$ cat src/rtl/stopwatch_ctrl_if.sv
// Button/counter/display bundle between the stopwatch controller and its surroundings.
// The controller takes the master side; board buttons and the seconds counter take the slave side.
interface stopwatch_ctrl_if #(
    parameter int CW = 19
);
    logic          btn_ss;
    logic          btn_lr;
    logic [CW-1:0] sec_count;
    logic          cnt_inc;
    logic          cnt_clr;
    logic [CW-1:0] disp_value;
    logic [1:0]    state;
    logic          running;
    logic          ovf;

    modport master (
        input  btn_ss, btn_lr, sec_count,
        output cnt_inc, cnt_clr, disp_value, state, running, ovf
    );

    modport slave (
        output btn_ss, btn_lr, sec_count,
        input  cnt_inc, cnt_clr, disp_value, state, running, ovf
    );
endinterface

$ cat src/rtl/stopwatch_ctrl.sv
// Stopwatch sequencing: button edge detect, run/lap/stop FSM, one-second prescaler,
// lap latch and display mux, with a sticky flag when the count reaches its terminal value.

// One button: 2-FF synchronizer plus a history flop, giving one pulse per rising edge.
module stopwatch_btn (
    input  logic clk,
    input  logic reset,
    input  logic btn,
    output logic press
);
    logic [2:0] sync_pipe;  // [0]=s1, [1]=s2, [2]=s3

    always_ff @(posedge clk or posedge reset) begin
        if (reset) sync_pipe <= '0;
        else        sync_pipe <= {sync_pipe[1:0], btn};
    end

    assign press = sync_pipe[1] & ~sync_pipe[2];
endmodule

module stopwatch_ctrl #(
    parameter int DIV       = 50_000_000,
    parameter int CW        = 19,
    parameter int MAX_COUNT = 359_999
) (
    input  logic              clk,
    input  logic              reset,
    stopwatch_ctrl_if.master  bus
);
    typedef enum logic [1:0] {
        IDLE = 2'b00,
        RUN  = 2'b01,
        LAP  = 2'b10,
        STOP = 2'b11
    } state_t;

    localparam int            PW        = (DIV > 2) ? $clog2(DIV) : 1;
    localparam logic [PW-1:0] PRESC_TOP = PW'(DIV - 1);
    localparam logic [CW-1:0] CNT_TOP   = CW'(MAX_COUNT);
    localparam int            NUM_BTN   = 2;

    logic [NUM_BTN-1:0] raw;
    logic [NUM_BTN-1:0] press;
    logic               ss;
    logic               lr;

    assign raw = {bus.btn_lr, bus.btn_ss};

    for (genvar i = 0; i < NUM_BTN; i++) begin : g_btn
        stopwatch_btn u_btn (
            .clk   (clk),
            .reset (reset),
            .btn   (raw[i]),
            .press (press[i])
        );
    end

    assign ss = press[0];
    assign lr = press[1];

    state_t        st;
    logic [PW-1:0] presc;
    logic [CW-1:0] lap_q;
    logic          ovf_q;
    logic          running;
    logic          sec_tick;
    logic          at_max;
    logic          term;

    assign running  = (st == RUN) || (st == LAP);
    assign sec_tick = running && (presc == PRESC_TOP);
    assign at_max   = (bus.sec_count == CNT_TOP);
    assign term     = sec_tick && at_max;

    always_ff @(posedge clk or posedge reset) begin
        if (reset) begin
            st    <= IDLE;
            presc <= '0;
            lap_q <= '0;
            ovf_q <= 1'b0;
        end else begin
            // STOP keeps the prescaler phase so a resume finishes the partial second.
            case (st)
                IDLE:     presc <= '0;
                RUN, LAP: presc <= (presc == PRESC_TOP) ? '0 : presc + 1'b1;
                default:  presc <= presc;
            endcase

            // Terminal count outranks any button; ss outranks lr when both arrive together.
            if (term) begin
                st    <= STOP;
                ovf_q <= 1'b1;
            end else if (ss) begin
                case (st)
                    IDLE: begin
                        st    <= RUN;
                        presc <= '0;
                    end
                    RUN, LAP: st <= STOP;
                    STOP:     st <= RUN;
                endcase
            end else if (lr) begin
                case (st)
                    RUN: begin
                        st    <= LAP;
                        lap_q <= bus.sec_count;
                    end
                    LAP:  st <= RUN;
                    STOP: begin
                        st    <= IDLE;
                        ovf_q <= 1'b0;
                    end
                    default: st <= st;
                endcase
            end
        end
    end

    assign bus.cnt_inc    = sec_tick & ~at_max;
    assign bus.cnt_clr    = (st == IDLE);
    assign bus.disp_value = (st == LAP) ? lap_q : bus.sec_count;
    assign bus.state      = st;
    assign bus.running    = running;
    assign bus.ovf        = ovf_q;
endmodule

$ cat src/flat_wrapper.sv
// flat-port wrapper written by rule: the top's interface ports become plain ports
module stopwatch_ctrl_flat 
#(
    parameter int DIV       = 50_000_000,
    parameter int CW        = 19,
    parameter int MAX_COUNT = 359_999
)
  (clk, reset, bus_btn_ss, bus_btn_lr, bus_sec_count, bus_cnt_inc, bus_cnt_clr, bus_disp_value, bus_state, bus_running, bus_ovf);
  stopwatch_ctrl_if #(.CW(CW)) bus_i ();
  input  logic clk;
  input  logic reset;
  input wire logic [$bits(bus_i.btn_ss)-1:0] bus_btn_ss;
  input wire logic [$bits(bus_i.btn_lr)-1:0] bus_btn_lr;
  input wire logic [$bits(bus_i.sec_count)-1:0] bus_sec_count;
  output wire logic [$bits(bus_i.cnt_inc)-1:0] bus_cnt_inc;
  output wire logic [$bits(bus_i.cnt_clr)-1:0] bus_cnt_clr;
  output wire logic [$bits(bus_i.disp_value)-1:0] bus_disp_value;
  output wire logic [$bits(bus_i.state)-1:0] bus_state;
  output wire logic [$bits(bus_i.running)-1:0] bus_running;
  output wire logic [$bits(bus_i.ovf)-1:0] bus_ovf;
  assign bus_i.btn_ss = bus_btn_ss;
  assign bus_i.btn_lr = bus_btn_lr;
  assign bus_i.sec_count = bus_sec_count;
  assign bus_cnt_inc = bus_i.cnt_inc;
  assign bus_cnt_clr = bus_i.cnt_clr;
  assign bus_disp_value = bus_i.disp_value;
  assign bus_state = bus_i.state;
  assign bus_running = bus_i.running;
  assign bus_ovf = bus_i.ovf;
  stopwatch_ctrl #(.DIV(DIV), .CW(CW), .MAX_COUNT(MAX_COUNT)) u_core (.clk(clk), .reset(reset), .bus(bus_i));
endmodule
$ cat config.mk
export PLATFORM = sky130hd
export DESIGN_NAME = stopwatch_ctrl_flat
export DESIGN_NICKNAME = d
export VERILOG_FILES = /design/src/rtl/stopwatch_ctrl_if.sv /design/src/rtl/stopwatch_ctrl.sv /design/src/flat_wrapper.sv
export SDC_FILE = /design/constraint.sdc
export NUM_CORES = 1
export LEC_CHECK = 0
export BUFFER_PORTS_ARGS = -buffer_cell sky130_fd_sc_hd__buf_2
export CORE_ASPECT_RATIO = 1.75
export CORE_MARGIN = 1.5
export CORE_UTILIZATION = 45
export CTS_BUF_LIST = sky130_fd_sc_hd__clkbuf_4 sky130_fd_sc_hd__clkbuf_8
export DETAILED_ROUTE_END_ITERATION = 7
export PLACE_DENSITY_LB_ADDON = 0.1
export SYNTH_ARGS = -nofsm -noshare
export SYNTH_HDL_FRONTEND = slang
export SYNTH_SLANG_ARGS = --single-unit
$ cat constraint.sdc
create_clock -name clk -period 2.9 [get_ports clk]
set_input_delay 0.435 -clock clk [delete_from_list [all_inputs] [get_ports clk]]
set_output_delay 0.435 -clock clk [all_outputs]
set_load 0.05 [all_outputs]
Yosys cells after proc, flatten, opt, wreduce, memory -nomap -nowiden
Index checks and enable logic that the tools add are counted.
- register bits after elaboration: 54
- output and inout port bits: 25
- logic and storage cells: 49
- $add $sub $neg: 1
- eq/ne operators: 6
- muxes and demuxes: 15
- bitwise logic cells: 8
- reduce and logical (&&, ||, !) cells: 13
- operators by type and width (operator ; count):
    $mux W26 ; 4
    $pmux W26 S2 ; 1
    $add A26 B1 Y26 const B ; 1
    $eq A26 B26 Y1 const B ; 1
    $eq A19 B19 Y1 const B ; 1
    $mux W19 ; 1
    $mux W2 ; 3
    $pmux W2 S3 ; 1
    $not A1 Y1 ; 5
    $reduce_bool A5 Y1 ; 1
    $eq A2 B2 Y1 const B ; 2
    $mux W1 ; 4
    $pmux W2 S2 ; 1
    $reduce_and A4 Y1 ; 1
    $reduce_bool A2 Y1 ; 2
    $reduce_or A2 Y1 ; 2
    $and A1 B1 Y1 ; 3
    $reduce_and A3 Y1 ; 1
    $reduce_bool A3 Y1 ; 1
    $eq A2 B1 Y1 const B ; 1
    $logic_and A1 B1 Y1 ; 2
    $logic_not A2 Y1 ; 1
    $ne A2 B1 Y1 const B ; 1
    $reduce_and A2 Y1 ; 1
    $logic_or A1 B1 Y1 ; 1

Logic depth before layout (Yosys ltp)
Gate-level depths: netlist (run 1).
- depth after elaboration: 6
- mapped depth: 8
- mapped depth without buffers: 7

By module
From an unflattened synthesis (run 1), not the netlist that was laid out.
- cells, all modules: 265
- area, all modules: 2950.3 µm²
- by module, submodules not included (module ; times used ; cells an instance ; area an instance (µm²)):
    stopwatch_ctrl ; 1 ; 255 ; 2765.2
    stopwatch_btn ; 2 ; 5 ; 92.6

Worst setup path before layout (run 1)
OpenSTA, ideal clock, no wires.
- path type: reg2out
- from: register u_core.st[0] (netlist: u_core.bus.state[0])
- to: output bus_cnt_inc
- arrival time: 2.201 ns
- data required time: 2.465 ns
- slack: 0.264 ns
- stages on the path, launching flop included: 5
- path buffers: 1
- cells stage by stage: dfrtp_1 > inv_1 > ha_1 > clkbuf_1 > o211a_1
- word-level cells in the longest chain between the ends: 4
- elaborated cells on any way between the ends: 5
- classes of those cells: 2 x eq/ne; 1 x bitwise; 2 x reduce/logical
- RTL lines (item ; RTL line ; RTL):
    start, declared ; stopwatch_ctrl.sv:61 ; state_t st;
    start signal, assigned ; stopwatch_ctrl.sv:113 ; default: st <= st;
    $eq A2 B1 Y1 / $eq A2 B2 Y1 (equally long branches) ; stopwatch_ctrl.sv:70 ; assign running = (st == RUN) || (st == LAP);
    $logic_or A1 B1 Y1 (*) ; stopwatch_ctrl.sv:70 ;
    net bus_running ; flat_wrapper.sv:19 ; output wire logic [$bits(bus_i.running)-1:0] bus_running;
    $logic_and A1 B1 Y1 (*) ; stopwatch_ctrl.sv:71 ; assign sec_tick = running && (presc == PRESC_TOP);
    $and A1 B1 Y1 (*) ; stopwatch_ctrl.sv:119 ; assign bus.cnt_inc = sec_tick & ~at_max;
    end, declared ; flat_wrapper.sv:15 ; output wire logic [$bits(bus_i.cnt_inc)-1:0] bus_cnt_inc;
The timed path passes the listed nets; every way through them passes the cells marked *.

Final worst setup path (run 1)
- from: register u_core.presc[0]
- to: output bus_cnt_inc
- word-level cells in the longest chain between the ends: 3
- RTL lines (item ; RTL line ; RTL):
    start, declared ; stopwatch_ctrl.sv:62 ; logic [PW-1:0] presc;
    start signal, assigned ; stopwatch_ctrl.sv:85 ; RUN, LAP: presc <= (presc == PRESC_TOP) ? '0 : presc + 1'b1;
    start signal, assigned ; stopwatch_ctrl.sv:86 ; default: presc <= presc;
    $eq A26 B26 Y1 ; stopwatch_ctrl.sv:71 ;
    $logic_and A1 B1 Y1 ; stopwatch_ctrl.sv:71 ;
    $and A1 B1 Y1 ; stopwatch_ctrl.sv:119 ;
No other way between the ends.

==> metrics.md, run 1 <==
| Metric | Value |
|---|---|
| WP data arrival | `2.01 ns` |
| Number of unique standard cell types used by synthesis | `43` |
| Final min period | `2.445 ns` |
| Hold-fix buffer count after cts | `0` |
| Count of cell instances traversed by the critical path | `6` |
| Crit path largest cell delay | `0.41 ns` |
| Prevailing post-synth register cell | `dfrtp_1` |
| Outcome | `completed` |
| Startpoint type of the worst setup path | `flop` |
| Post-synthesis instance area | `2882 sq um` |
| TritonCTS clock tree | `yes` |
| Antenna Diode Count | `0` |
| Fillcell total | `598` |
| Max Freq | `0.4089 GHz` |
| RSZ-0062 raised after global routing | `no` |
| Mean post-synth cell area | `11.04 sq um` |
| Startpoint-to-endpoint class of the critical path | `reg -> out` |
| Initial Utilization | `46.62%` |
| Required time of the worst setup path | `2.47 ns` |
| Met3 layer usage reported by global route | `3.096%` |
| H-tree Lvls | `2` |
| Part of the cycle the worst path needs | `84.32%` |
| # resized after CTS | `0` |
| Largest driver fanout on the critical path | `5` |
| Die Y | `108.9 microns` |
| Remaining number of nets flagged by the antenna check after routing | `0` |
| Slowest library cell on the worst path | `or3_4` |
| Std-Cell Core Area | `6181 sq um` |
| Type of destination of the critical path | `output pin` |
| Router iterations before antenna repair | `4` |
| Overflow left after global routing | `0` |
| Category of cells accounting for the largest share of critical-path delay | `simple AND/OR/NAND/NOR gates` |
| Routed wire length per instance | `15.05 microns` |
| Die span in x | `63.49 microns` |
| Synthesized instance count | `261` |
| Final TNS setup | `0 ns` |
| Class of the worst hold path | `in -> async` |
| Die Area | `6912 sq um` |
| Clock transition time at the flip-flop clock pins of the worst setup and hold paths | `0.10 ns` |
| Maximum number of pins on one net before global-route repair | `23` |
| Estimated wirelength of the detail-placed design | `4377 microns` |
| Ordered list of cells on the worst path | `ha_1 -> nand4_1 -> or3_4 -> nor2_1 -> o211a_1 -> buf_2` |
| Number of maximum-capacitance violations | `0` |
| Worst Max-Slew Pin Slew | `0.7336 ns` |
| Maximum clock skew at final layout | `0.01188 ns` |
| Number of warnings issued by yosys | `0` |
| Async set-or-reset flop fraction in the synthesized netlist | `100.0%` |
| Global-route wire length before repair | `9942 microns` |
| Number of pins exceeding their max-slew limit in the final report | `0` |
| Post-CTS Setup Repair Bufs | `0` |
| Main area contributors after synthesis | `dfrtp_1, mux2_2, mux2_4, nor2_1, xor2_1` |
| Drt drc | `0` |
| Share of cells above drive strength 1 | `33.55%` |
| Worst reg-to-reg path cell count | `7` |
| Met2 track demand over resource in global routing | `34.81%` |
| Rel. slew slack | `50.69%` |
| Ports | `48` |
| Clock Tree Root | `clkbuf_8` |
| Overall track demand over capacity in global routing | `18.44%` |
| Port Buffer Count | `47` |
| Sink Count | `54` |
| Detail-routed via count per cell | `5.275` |
| Hold Slack | `0.07021 ns` |
| Area overhead of the layout relative to synthesis | `15.07%` |
| Multi-input gate area | `1474 sq um` |
| Total Wirelength | `5915 microns` |
| Largest area contributor in the synthesized netlist | `dfrtp_1` |
| Number of nets at the end of the flow | `340` |
| Detailed-route via count | `2073` |
| Vias in the first global route | `2118` |
| Post-synth EDFFs | `0` |
| Total number of placement rows | `38` |
| Number of nets produced by synthesis | `289` |
| Final hold violation count | `0` |
| Area share of the leading cell type in the synthesized netlist | `46.90%` |
| Power density over the cells | `869.2 nW/um^2` |
| Met1 GRT Util | `20.47%` |
| Synth Register Bits | `54` |
| Clock buffer count from CTS | `5` |
| FF+latch area | `1351 sq um` |
| Final weighted congestion of routability-driven global placement | `0.7881` |
| Iteration-0 DRC count of the detailed router | `61` |
| Clock network latency to the later pin of the worst-skew pair | `0.31 ns` |
| Setup violations, final | `0` |
| LEAKAGE | `1.475 nW` |
| VDD IR max | `0.4287 mV` |
| Combined buffer and inverter count along the critical path | `1` |
| Number of antenna violations at the first check in global routing | `0` |
| Sequential share of the synthesized area | `46.90%` |
| Most used routing layer | `met2` |
| Largest buffer count on any clock path | `2` |
cells by family (layout without fill, tap and decap cells):
family | Yosys count | count (layout) | synth area share, %
simple gates | 112 | 112 | 22.02
flops | 54 | 54 | 46.90
mux | 40 | 40 | 16.85
xor+xnor | 21 | 21 | 6.383
compound gates | 15 | 15 | 3.518
buf+inv | 14 | 66 | 2.171
fa+ha+maj | 5 | 5 | 2.171
placed cells by master (no fill, tap or decap), types with 3 or more instances in the layout:
cell       synthesis  final
nand3_1            6      6
xor2_1            11     11
nand3b_1           5      5
nor2b_1            3      3
nor4b_1            3      3
buf_2              2     47
ha_1               5      5
clkbuf_8           0      6
mux2_2            28     28
nand4bb_1          3      3
dfrtp_1           54     54
inv_1              6      5
and2_1             3      3
nand4_1           11     11
nor2_1            30     30
a21oi_1            5      5
nand2_1           21     21
nor3_1             5      5
buf_4              0      5
and3_1             6      6
xnor2_1           10     10
mux2_4            10     10
state kept, by name, summed over array words and instances, names as in the netlist:
name                          count
u_core.presc                     26
u_core.bus.ovf                    1
u_core.lap_q                     19
u_core.g_btn.u_btn.sync_pipe      6
u_core.bus.state                  2
through the flow:
stage	setup WS, ns	instances	power (mW)	utilization (%)	cell area, sq um
3_5_place_dp	0.6111	385	2.468	52.11	3221
5_1_grt	0.3341	393	3.078	53.64	3316
2_1_floorplan	0.2640	261	2.161	-	2882
6_report	0.4546	393	2.882	53.64	3316
4_1_cts	0.4558	393	2.920	53.64	3316
3_3_place_gp	0.6295	385	2.452	52.11	3221
report_power, final:
part | switching (mW) | total, mW | internal [mW] | leakage, nW
clock | 0.247 | 0.440 | 0.192 | 0.0472
combinational | 0.902 | 1.40 | 0.501 | 0.739
sequential | 0.110 | 1.04 | 0.929 | 0.689
total | 1.26 | 2.88 | 1.62 | 1.47
worst reg2reg max path, cell delays in order (launching register included):
cell and delay, ns:
dfrtp_1 0.40, ha_1 0.18, nand4_1 0.19, or3_4 0.42
nor4_4 0.32, a21oi_2 0.09, buf_4 0.24, mux2_4 0.33
path summary, 6_finish.rpt:
check                                              startpoint                                 end  slack (ns)
setup / recovery                              u_core.presc[0]                         bus_cnt_inc        0.45
hold / removal                                          reset                    u_core.presc[22]        0.07
setup reg to reg                              u_core.presc[0]                     u_core.lap_q[3]        0.63
hold reg to reg            u_core.g_btn[0].u_btn.sync_pipe[0]  u_core.g_btn[0].u_btn.sync_pipe[1]        0.35
max in group asynchronous                               reset                     u_core.presc[3]        2.23
min in group clk                                   bus_btn_ss  u_core.g_btn[0].u_btn.sync_pipe[0]        0.22
metal layers:
| layer | routed length (microns) | part of all wire, % | up-vias |
|---|---|---|---|
| li1 | - | - | 1029 |
| met1 | 2459 | 42 | 1000 |
| met2 | 3197 | 54 | 38 |
| met3 | 176 | 3.0 | 6 |
| met4 | 82 | 1.4 | 0 |
| met5 | 0 | 0 | - |
Yosys cell counts, types with 5 or more instances:
cell type,number
mux2_4,10
nand4_1,11
ha_1,5
xor2_1,11
nor3_1,5
dfrtp_1,54
a21oi_1,5
and3_1,6
nand3b_1,5
xnor2_1,10
inv_1,6
nor2_1,30
clkbuf_1,5
mux2_2,28
nand2_1,21
nand3_1,6
final cells by class:
type / instances / share of cell area [%]
clock inverters: 2 / 0.3774
multi-input cells: 193 / 44.45
clock buffers: 6 / 2.491
flip-flops and latches: 54 / 40.75
repair buffers: 52 / 8.226
inverters: 6 / 0.6792
well taps: 80 / 3.019
No activity file was read; power rests on OpenSTA's default activity.
==> inputs of run 2 (changes only) <==
==> constraint.sdc (replaced) <==
create_clock -name clk -period 1.95 [get_ports clk]
set_input_delay 0.2925 -clock clk [delete_from_list [all_inputs] [get_ports clk]]
set_output_delay 0.2925 -clock clk [all_outputs]
set_load 0.05 [all_outputs]
==> run 2 against run 1 <==
  * First-iteration DRC count up 120%
  * The run now ends with negative setup slack left
  * Clock power up 42%
  * Cell count up 17%
  * Critical endpoint is now u_core.presc[25]
==> metrics.md, run 2 (synthesized netlist as in run 1, its figures left out) <==
| Metric | Value |
|---|---|
| Outcome | `complete, but fails checks` |
| Violated checks | `negative setup slack` |
| Setup violations, final | `43` |
| Number of flip-flops in the largest register | `26` |
| Clock Power Share | `11.7%` |
| Flop pwr share | `29.0%` |
| Type of destination of the critical path | `flop` |
| Endpoint of the most critical setup path | `u_core.presc[25]` |
| Remaining number of nets flagged by the antenna check after routing | `0` |
| Startpoint type of the worst setup path | `flop` |
| Final min period | `2.123 ns` |
| Area of all placed cells without fillers | `4350 sq um` |
| Final TNS setup | `-6.118 ns` |
| Number of instances in the placed design | `441` |
| Crit path largest cell delay | `0.42 ns` |
| FF+latch area | `1354 sq um` |
| Startpoint-to-endpoint class of the critical path | `reg -> reg` |
| Die Y | `108.9 microns` |
| Number of pins exceeding their max-slew limit in the final report | `0` |
| Detailed-route via count | `2428` |
| Number of nets at the end of the flow | `408` |
| Combined buffer and inverter count along the critical path | `4` |
| Total Wirelength | `7604 microns` |
| Placed Instance Area | `3721 sq um` |
| Vias in the first global route | `2567` |
| Final design utilization | `70.38%` |
| Fraction of power consumed by combinational cells | `59.3%` |
| Critical Path Start | `u_core.presc[10]` |
| Top cell by count, worst path | `buf_6` |
| Final non-filler cell total | `460` |
| Slack of the critical path | `-0.1732 ns` |
| RSZ-0062 raised after global routing | `yes` |
| Worst Max-Slew Pin Slew | `0.4390 ns` |
| Power density over the cells | `1233 nW/um^2` |
| Reg2Reg Capture Point | `u_core.presc[25]` |
| Required time of the worst setup path | `2.20 ns` |
| Multi-input gate area | `1738 sq um` |
| Total power after layout | `5.364 mW` |
| Maximum number of pins on one net before global-route repair | `48` |
| Slack of the worst reg-to-reg path | `-0.17 ns` |
| Maximum clock skew at final layout | `0.009184 ns` |
| Number of maximum-capacitance violations | `0` |
| Router iterations before antenna repair | `4` |
| Clock transition time at the flip-flop clock pins of the worst setup and hold paths | `0.10 ns` |
| Ports | `48` |
| TritonCTS clock tree | `yes` |
| Std-Cell Core Area | `6181 sq um` |
| Most flop-heavy register | `u_core.presc` |
| Number of antenna violations at the first check in global routing | `0` |
| Antenna Diode Count | `0` |
| Class of the worst hold path | `in -> reg` |
| Overall track demand over capacity in global routing | `23.45%` |
| Rel. slew slack | `70.62%` |
| Share of total power consumed by net switching | `41.69%` |
| Port Buffer Count | `47` |
| Total number of placement rows | `38` |
| Final weighted congestion of routability-driven global placement | `0.7738` |
| R2r startpoint | `u_core.presc[10]` |
| Detail-routed via count per cell | `5.278` |
| H-tree Lvls | `2` |
| Clock buffer count from CTS | `5` |
| Category of cells accounting for the largest share of critical-path delay | `simple AND/OR/NAND/NOR gates` |
| Count of cell instances traversed by the critical path | `9` |
| Final hold violation count | `0` |
| Initial Utilization | `46.62%` |
| Part of the cycle the worst path needs | `108.9%` |
| Share of cells above drive strength 1 | `50.79%` |
| Hold Slack | `0.08104 ns` |
| Power dissipated by switching net loads | `2.236 mW` |
| Fillcell total | `477` |
| Cell-internal power | `3.128 mW` |
| WP data arrival | `2.38 ns` |
| Commonest cells after routing, fill and taps aside | `buf_4, dfrtp_1, mux2_4, nor2_1, buf_2` |
| Die Area | `6912 sq um` |
| Worst slack at placement | `-0.2001 ns` |
| Global-route wire length before repair | `12520 microns` |
| Max Freq | `0.4710 GHz` |
| Clock Tree Root | `clkbuf_8` |
| Overflow left after global routing | `0` |
| Routed wire length per instance | `16.53 microns` |
| Drt drc | `0` |
| LEAKAGE | `2.007 nW` |
| Most common cell after layout, fill and taps aside | `buf_4` |
| Clock network latency to the later pin of the worst-skew pair | `0.32 ns` |
| Area overhead of the layout relative to synthesis | `50.98%` |
| Die span in x | `63.49 microns` |
| Ordered list of cells on the worst path | `nor4b_4 -> nand4_1 -> buf_4 -> nor4_4 -> buf_6 -> buf_6 -> a311oi_4 -> buf_12 -> nor2_1` |
| Sink Count | `54` |
| Worst reg-to-reg path cell count | `9` |
| Estimated wirelength of the detail-placed design | `4901 microns` |
| VDD IR max | `0.5718 mV` |
| Registers with the most flip-flops | `u_core.presc: 26 flops, u_core.lap_q: 19 flops, u_core.g_btn.u_btn.sync_pipe: 6 flops` |
| Largest driver fanout on the critical path | `22` |
| Iteration-0 DRC count of the detailed router | `134` |
| Largest buffer count on any clock path | `2` |
| Slowest library cell on the worst path | `dfrtp_1` |
==> run 2: changes by cell type in the layout (fill, tap and decap cells not counted), moves of 3 or more <==
cell / before / now
mux2_4: 10 / 29
nor2_1: 30 / 27
buf_4: 5 / 62
ha_1: 5 / 2
buf_2: 47 / 26
buf_8: 0 / 20
a21oi_4: 0 / 4
buf_6: 0 / 5
mux2_2: 28 / 9
a21oi_1: 5 / 0
buf_12: 0 / 3
a21oi_2: 1 / 4
==> run 2: layout make-up <==
type / count / share of cell area [%]
inverter: 6 / 0.5752
sequential: 54 / 31.12
clock inverter: 1 / 0.1726
tap: 80 / 2.301
timing repair buffer: 118 / 24.13
multi-input combinational: 195 / 39.95
clock buffer: 6 / 1.754
==> run 2: power groups by stage <==
| stage | Combinational [mW] | Clock [mW] | Sequential, mW |
|---|---|---|---|
| floorplan | 1.69 | 0 | 1.61 |
| global placement | 2.40 | 0 | 1.54 |
| detailed placement | 2.43 | 0 | 1.55 |
| CTS | 3.11 | 0.648 | 1.54 |
| global route | 3.35 | 0.690 | 1.59 |
| finish | 3.18 | 0.627 | 1.56 |
==> run 2: routing by layer <==
metal	GRT usage, %	share of wire, %	vias to the layer above
met5	0	0	-
met4	9.783	2.6	0
met3	3.612	2.7	11
met2	44.81	56	42
met1	25.22	38	1216
li1	-	-	1159
==> run 2: how the worst min path moves through the flow <==
| stage | from | end | slack, ns | cells past startpoint |
|---|---|---|---|---|
| 6_report | bus_btn_ss | u_core.g_btn[0].u_btn.sync_pipe[0] | 0.08 | 1 |
| 5_1_grt | bus_btn_ss | u_core.g_btn[0].u_btn.sync_pipe[0] | 0.07 | 1 |
| 4_1_cts | bus_btn_ss | u_core.g_btn[0].u_btn.sync_pipe[0] | 0.07 | 1 |
| 3_5_place_dp | reset | u_core.lap_q[6] | 0.21 | 2 |
| 3_3_place_gp | reset | u_core.lap_q[6] | 0.21 | 2 |
| 2_1_floorplan | bus_btn_ss | u_core.g_btn[0].u_btn.sync_pipe[0] | 0.32 | 0 |
==> run 2: what timing repair did <==
item                                    CTS  global route
endpoints found under the setup margin   65            68
gates resized for setup                  95            16
hold endpoints to repair                  7             0
pin swaps                                 7            11
cloned                                    3             0
buffers inserted                          8             1
hold buffers                              1             0
